$ cat src/rtl/cbs_pkg.sv
// Shared types and constants for the CBS output link observer.
// Frame FSM states, default widths and a bytes-per-beat helper.
package cbs_pkg;

  typedef enum logic {
    IDLE     = 1'b0,
    IN_FRAME = 1'b1
  } frame_state_t;

  localparam int DEF_DATA_WIDTH = 8;
  localparam int DEF_USER_WIDTH = 1;
  localparam int DEF_LEN_WIDTH  = 16;
  localparam int DEF_CNT_WIDTH  = 32;

  function automatic int bytes_per_beat(input int dw);
    return dw / 8;
  endfunction

endpackage

$ cat src/rtl/axis_skid_slice.sv
// Two-entry register slice: output register plus one skid register.
// Upstream ready is the skid-empty flag, so it never depends on m_ready.
module axis_skid_slice #(
  parameter int WIDTH = 10
) (
  input  logic             clk,
  input  logic             rstn,
  input  logic [WIDTH-1:0] s_data,
  input  logic             s_valid,
  output logic             s_ready,
  output logic [WIDTH-1:0] m_data,
  output logic             m_valid,
  input  logic             m_ready
);

  logic [WIDTH-1:0] out_q;
  logic [WIDTH-1:0] skid_q;
  logic             out_v;
  logic             skid_v;
  logic             acc;
  logic             drain;

  // Handshake qualifiers for this cycle.
  always_comb begin
    s_ready = ~skid_v;
    acc     = s_valid & ~skid_v;
    drain   = out_v & m_ready;
  end

  // Output register refills from skid first, then from upstream.
  always_ff @(posedge clk or negedge rstn) begin
    if (!rstn) begin
      out_q  <= '0;
      skid_q <= '0;
      out_v  <= 1'b0;
      skid_v <= 1'b0;
    end else if (drain || !out_v) begin
      if (skid_v) begin
        out_q  <= skid_q;
        out_v  <= 1'b1;
        skid_v <= 1'b0;
      end else begin
        out_v <= acc;
        if (acc) begin
          out_q <= s_data;
        end
      end
    end else if (acc) begin
      skid_q <= s_data;
      skid_v <= 1'b1;
    end
  end

  assign m_data  = out_q;
  assign m_valid = out_v;

endmodule

$ cat src/rtl/cbs_output_link_observer.sv
// AXI4-Stream skid pass-through with output-side frame tracking.
// Define CBS_LINK_OBS_STATS_EN to build the stall/idle counters.
module cbs_output_link_observer
  import cbs_pkg::*;
#(
  parameter int DATA_WIDTH = DEF_DATA_WIDTH,
  parameter int USER_WIDTH = DEF_USER_WIDTH,
  parameter int LEN_WIDTH  = DEF_LEN_WIDTH,
  parameter int CNT_WIDTH  = DEF_CNT_WIDTH
) (
  input  logic                  clk,
  input  logic                  rstn,
  input  logic [DATA_WIDTH-1:0] s_axis_tdata,
  input  logic                  s_axis_tvalid,
  output logic                  s_axis_tready,
  input  logic                  s_axis_tlast,
  input  logic [USER_WIDTH-1:0] s_axis_tuser,
  output logic [DATA_WIDTH-1:0] m_axis_tdata,
  output logic                  m_axis_tvalid,
  input  logic                  m_axis_tready,
  output logic                  m_axis_tlast,
  output logic [USER_WIDTH-1:0] m_axis_tuser,
  output logic                  output_side_ready,
  output logic                  tx_active,
  output logic                  frame_start,
  output logic                  frame_end,
  output logic [LEN_WIDTH-1:0]  frame_bytes,
  input  logic                  stats_clear,
  output logic [CNT_WIDTH-1:0]  stall_cycles,
  output logic [CNT_WIDTH-1:0]  idle_cycles
);

  localparam int PW  = DATA_WIDTH + USER_WIDTH + 1;
  localparam int BPB = bytes_per_beat(DATA_WIDTH);

  localparam logic [LEN_WIDTH:0] LEN_MAX =
    {1'b0, {LEN_WIDTH{1'b1}}};
  localparam logic [LEN_WIDTH:0] BPB_EXT =
    (LEN_WIDTH+1)'(BPB);
  localparam logic [LEN_WIDTH:0] FIRST_EXT =
    (BPB_EXT > LEN_MAX) ? LEN_MAX : BPB_EXT;

  logic [PW-1:0]        s_pl;
  logic [PW-1:0]        m_pl;
  logic                 beat;
  frame_state_t         state_q;
  frame_state_t         state_d;
  logic                 start_d;
  logic                 end_d;
  logic [LEN_WIDTH-1:0] byte_cnt;
  logic [LEN_WIDTH-1:0] cur_bytes;
  logic [LEN_WIDTH:0]   sum;

  assign s_pl = {s_axis_tuser, s_axis_tlast, s_axis_tdata};

  axis_skid_slice #(
    .WIDTH (PW)
  ) u_slice (
    .clk     (clk),
    .rstn    (rstn),
    .s_data  (s_pl),
    .s_valid (s_axis_tvalid),
    .s_ready (s_axis_tready),
    .m_data  (m_pl),
    .m_valid (m_axis_tvalid),
    .m_ready (m_axis_tready)
  );

  assign m_axis_tdata = m_pl[DATA_WIDTH-1:0];
  assign m_axis_tlast = m_pl[DATA_WIDTH];
  assign m_axis_tuser = m_pl[PW-1:DATA_WIDTH+1];

  assign output_side_ready = m_axis_tready;
  assign beat = m_axis_tvalid & m_axis_tready;

  // Running byte count including the current beat, saturating.
  always_comb begin
    sum = {1'b0, byte_cnt} + BPB_EXT;
    if (state_q == IDLE) begin
      cur_bytes = FIRST_EXT[LEN_WIDTH-1:0];
    end else if (sum > LEN_MAX) begin
      cur_bytes = LEN_MAX[LEN_WIDTH-1:0];
    end else begin
      cur_bytes = sum[LEN_WIDTH-1:0];
    end
  end

  // Frame FSM next state and boundary pulses.
  always_comb begin
    state_d = state_q;
    start_d = 1'b0;
    end_d   = 1'b0;
    unique case (state_q)
      IDLE: begin
        if (beat) begin
          start_d = 1'b1;
          if (m_axis_tlast) begin
            end_d = 1'b1;
          end else begin
            state_d = IN_FRAME;
          end
        end
      end
      IN_FRAME: begin
        if (beat && m_axis_tlast) begin
          end_d   = 1'b1;
          state_d = IDLE;
        end
      end
      default: state_d = IDLE;
    endcase
  end

  assign tx_active = (state_q == IN_FRAME) |
                     ((state_q == IDLE) & beat);

  // Frame state, registered pulses and byte length.
  always_ff @(posedge clk or negedge rstn) begin
    if (!rstn) begin
      state_q     <= IDLE;
      frame_start <= 1'b0;
      frame_end   <= 1'b0;
      byte_cnt    <= '0;
      frame_bytes <= '0;
    end else begin
      state_q     <= state_d;
      frame_start <= start_d;
      frame_end   <= end_d;
      if (beat) begin
        byte_cnt <= cur_bytes;
        if (m_axis_tlast) begin
          frame_bytes <= cur_bytes;
        end
      end
    end
  end

`ifdef CBS_LINK_OBS_STATS_EN
  logic [CNT_WIDTH-1:0] stall_q;
  logic [CNT_WIDTH-1:0] idle_q;

  // Saturating stall/idle counters; clear wins over increment.
  always_ff @(posedge clk or negedge rstn) begin
    if (!rstn) begin
      stall_q <= '0;
      idle_q  <= '0;
    end else if (stats_clear) begin
      stall_q <= '0;
      idle_q  <= '0;
    end else begin
      if (m_axis_tvalid && !m_axis_tready &&
          stall_q != '1) begin
        stall_q <= stall_q + 1'b1;
      end
      if (!m_axis_tvalid && idle_q != '1) begin
        idle_q <= idle_q + 1'b1;
      end
    end
  end

  assign stall_cycles = stall_q;
  assign idle_cycles  = idle_q;
`else
  logic unused_stats_clear;

  assign unused_stats_clear = stats_clear;
  assign stall_cycles       = '0;
  assign idle_cycles        = '0;
`endif

endmodule

$ cat config.mk
export PLATFORM = sky130hd
export DESIGN_NAME = cbs_output_link_observer
export DESIGN_NICKNAME = d
export VERILOG_FILES = /design/src/rtl/cbs_pkg.sv /design/src/rtl/axis_skid_slice.sv /design/src/rtl/cbs_output_link_observer.sv
export SDC_FILE = /design/constraint.sdc
export NUM_CORES = 1
export LEC_CHECK = 0
export ABC_AREA = 0
export BUFFER_PORTS_ARGS = -buffer_cell sky130_fd_sc_hd__buf_2
export CORE_UTILIZATION = 35
export DETAILED_ROUTE_END_ITERATION = 10
export PLACE_DENSITY = 0.68
export SLEW_MARGIN = 20
export SYNTH_ARGS = -nofsm -noshare
export SYNTH_HDL_FRONTEND = slang
export SYNTH_SLANG_ARGS = --single-unit
export TNS_END_PERCENT = 10
$ cat constraint.sdc
create_clock -name clk -period 2.24 [get_ports clk]
set_clock_uncertainty 0.1 [all_clocks]
set_input_delay 0.112 -clock clk [delete_from_list [all_inputs] [get_ports clk]]
set_output_delay 0.112 -clock clk [all_outputs]
set_load 0.02 [all_outputs]
; ---- Word-level counts from Yosys, hierarchy flattened
; Cells that the tools add are included.
[word_totals]
regBits = 57
in_bits = 15
output_inout_bits = 96
elab_cells = 43
[classes]
n_addsub = 1
n_lt_le_gt_ge = 1
muxes = 17
bitwise_logic = 7
n_reduce_logical = 8
[op_table]
columns = operator, n
row1 = 2-to-1 mux 16 bit, 2
row2 = 2-to-1 mux 10 bit, 2
row3 = adder 16 x 1 -> 17 bit (second input constant), 1
row4 = > comparator 17 x 16 -> 1 bit (second input constant), 1
row5 = 2-to-1 mux 1 bit, 11
row6 = AND reduction 2 bit, 3
row7 = one-hot mux 1 bit (2 select lines), 2
row8 = nonzero test 2 bit, 2
row9 = bitwise AND 1 bit, 3
row10 = NOT 1 bit, 3
row11 = logical AND 1 bit, 1
row12 = logical NOT 1 bit, 1
row13 = logical OR 1 bit, 1
row14 = bitwise OR 1 bit, 1

; ---- Logic depth before layout (Yosys ltp)
[logic_depth]
ltp_word = 4
depth_mapped = 6
mapped_depth_nobuf = 5

; ---- Cells and area by module
; A second synthesis with hierarchy kept.
[hier_totals]
hier_cells = 339
area_unflattened_um2 = 3473.3
[by_module_without_submodules]
columns = module, n_inst, cells_each, area_each_um2, seq_area_each_um2
row1 = cbs_output_link_observer, 1, 277, 2446.1, 875.8
row2 = axis_skid_slice, 1, 62, 1027.2, 550.5

; ---- Worst setup path before layout
; OpenSTA, ideal clock, no wires.
[synth_path]
kind = register to register
start = reg byte_cnt[0]
end = reg byte_cnt[10]
setup_ps = 138
arrival_ps = 1558
t_required_ps = 2002
path_slack_ps = 443
path_stages_with_launch = 6
n_path_buf = 0
period_less_slack_ps = 1797
cell_sequence = dfrtp_1 > ha_1 > nand3_2 > or4_4 > o21ai_0 > a2bb2oi_1
[synth_via]
elab_chain_cells = 4
[synth_rtl]
columns = item, line_no
row1 = from (decl), cbs_output_link_observer.sv:50  ; logic [LEN_WIDTH-1:0] byte_cnt;
row2 = from (signal assigned), cbs_output_link_observer.sv:130  ; byte_cnt <= cur_bytes;
row3 = adder 16 x 1 -> 17 bit (*), cbs_output_link_observer.sv:78  ; sum = {1'b0, byte_cnt} + BPB_EXT;
row4 = > comparator 17 x 16 -> 1 bit, cbs_output_link_observer.sv:81  ; end else if (sum > LEN_MAX) begin
row5 = 2-to-1 mux 16 bit (*), cbs_output_link_observer.sv:81
row6 = 2-to-1 mux 16 bit (*), cbs_output_link_observer.sv:79  ; if (state_q == IDLE) begin
; Every way passes the cells marked *; elsewhere a longest branch is shown, timed or not.
; A chain may end at the register's enable or synchronous reset.

; ---- Final worst setup path
; Same ends and word-level chain as after synthesis.

==> out/metrics.yaml <==
coreArea_sq_mm: 0.00920
h-tree-depth: 3
r2r_start: "byte_cnt[0]"
synth_cell_types: 53
ys_warn_count: 0
synth_seq_cells: 57
clock-sinks: 57
drc: 0
mostFrequentLayoutCells: "conb_1, dfrtp_1, buf_2, a21oi_1, nand2_1"
syn2layout_area_growth_pct: 12.4
regArea_sq_mm: 0.00143
nets: 418
drt_pass1_iterations: 4
fin_tns_setup_ns: 0
layout_commonest_cell: "conb_1"
cts_tree: "yes"
grt_max_degree: 35
syn_area_per_cell_sq_um: 9.59
synth_flop_cell: "dfrtp_1"
min_period_ns: 2.02
path_max_fanout: 8
wl_per_cell_um: 13.6
rr_worst_depth: 5
critPathLaunchType: "flip-flop"
cts_root_buffer: "clkbuf_8"
die-area_sq_mm: 0.00988
ant_nets: 0
fmax_ghz: 0.496
nFillCells: 917
hp-class: "in -> reg"
hold_viol: 0
dieHeight_um: 99.4
rrSetupSlack_ns: 0.22
n_antenna_cell: 0
syn_area_sq_mm: 0.00332
synth-edff-count: 0
status: "complete, no violations"
finalWeightedCongestion: 0.910
relSlewSlack_pct: 57.1
instances_no_fill: 517
grt_first_pass_wirelength_um: 11900
cp.required_ns: 2.36
grt_use_total_pct: 15.6
ir_drop_mv: 0.469
drive_gt1_share_pct: 20.2
port_buffers: 45
cts_resized: 0
synthArstFlopShare_pct: 100
clk_pin_slew_worst_paths_ns: 0.06
p_per_area_mw_per_mm2: 821
endpoint: "byte_cnt[10]"
fin_hold_ws_ns: 0.106
multiInputGateArea_sq_mm: 0.00153
start_util_pct: 36.1
final_area_sq_mm: 0.00373
dp_hpwl_um: 4960
wirelength_um: 7040
cp-startpoint: "byte_cnt[0]"
worstMarginPinSlew_ns: 0.643
via_per_inst: 4.90
dr.first_iter.drc_count: 197
p_leak_nw: 1.75
boundaryPins: 111
cts_buffer_depth: 2
worstSetupPathType: "reg -> reg"
maxSlewViolCount: 0
grt-ovfl-total: 0
setup_viol: 0
worstPathArrival_ns: 2.14
netlist_instances: 346
grt_pass1_vias: 2474
vias: 2535
rsz0062_at_grt: "no"
num_rows: 35
die_w_um: 99.4
yosysSeqAreaShare_pct: 43.0
insertion_delay_ns: 0.34
period_share_pct: 90.1
crit_path_end_kind: "flip-flop"
drv_cap: 0
timing.rr.end: "byte_cnt[10]"
dp.cells: 489
antenna_found_initial: 0
placed_area_sq_mm: 0.00342
cts_buffers: 9
[through the flow]
step / total power, mW / setup slack [ns] / utilization [%]
after floorplan: 1.97 / 0.443 / -
after global placement: 2.10 / 0.312 / 37.2
after detailed placement: 2.13 / 0.270 / 37.2
after CTS: 3.10 / 0.247 / 40.6
after global routing: 3.25 / 0.118 / 40.6
final: 3.06 / 0.222 / 40.6
[synthesized netlist by cell type, drive strengths merged, types with 3 or more instances]
cell type / number / area (sq um)
buf: 74 / 536
dfrtp: 57 / 1430
a21oi: 26 / 134
nand2: 23 / 86.3
nor2: 22 / 82.6
o21ai: 22 / 110
mux2i: 13 / 130
clkbuf: 11 / 41.3
mux2: 10 / 113
nand3: 9 / 62.6
nor3: 7 / 46.3
inv: 6 / 22.5
nand4: 5 / 46.3
a31oi: 4 / 25.0
a32oi: 4 / 35.0
and2: 4 / 25.0
and3: 4 / 25.0
nor4: 4 / 31.3
xnor2: 4 / 35.0
a311oi: 3 / 32.5
nand2b: 3 / 18.8
o22ai: 3 / 18.8
or4: 3 / 26.3
[where the power goes]
group          total, mW  switching, mW  internal, mW
Sequential          1.35          0.149          1.20
Combinational      0.773          0.496         0.277
Clock              0.942          0.401         0.541
[worst min path at each step]
stage	startpoint	to	slack, ns	cells after the start
after floorplan	rstn	async pin	-0.28	0
after global placement	rstn	u_slice.skid_q[2]	0.03	1
after detailed placement	rstn	u_slice.skid_q[2]	0.04	1
after CTS	m_axis_tready	u_slice.skid_v	0.09	3
after global routing	m_axis_tready	u_slice.m_valid	0.15	3
final	m_axis_tready	u_slice.skid_v	0.11	3
[routing by layer]
layer | part of all wire, % | track usage [%] | vias up
li1 | - | - | 1192
met1 | 42 | 18.5 | 1219
met2 | 48 | 25.2 | 116
met3 | 8.1 | 6.32 | 8
met4 | 1.4 | 6.56 | 0
met5 | 0 | 0 | -
[logic make-up after synthesis]
| family | Yosys count | synth area share [%] |
|---|---|---|
| fa+ha+maj | 2 | 0.754 |
| other cells | 1 | 0.113 |
| mux | 23 | 7.31 |
| simple gates | 90 | 15.0 |
| flops | 57 | 43.0 |
| compound gates | 77 | 14.5 |
| xor+xnor | 5 | 1.32 |
| buf+inv | 91 | 18.1 |
[worst max-delay path: stages, from the launching register on]
cell and delay, ns:
dfrtp_1 0.46, ha_1 0.30, nand3_2 0.20, or4_4 0.55, o21ai_0 0.19, a2bb2oi_1 0.09
[flip-flops by register name, summed over array words and instances, names as in the netlist, named ones only]
signal / flops
byte_cnt: 16
frame_bytes: 16
frame_end: 1
frame_start: 1
u_slice.m_data: 10
u_slice.m_valid: 1
u_slice.skid_q: 10
u_slice.skid_v: 1
[final cells by class]
class	instances	share of cell area [%]
Inverter	6	0.603
Timing Repair Buffer	66	11.4
Sequential cell	57	38.2
Tap cell	111	3.72
Clock inverter	3	1.07
Clock buffer	13	3.99
Multi-Input combinational cell	261	41.0
[repair_timing]
item                      4_1_cts  5_1_grt
buffers inserted                0        0
hold endpoints to repair       43        0
hold buffers                   12        0
Power figures use the tool's default switching activity.
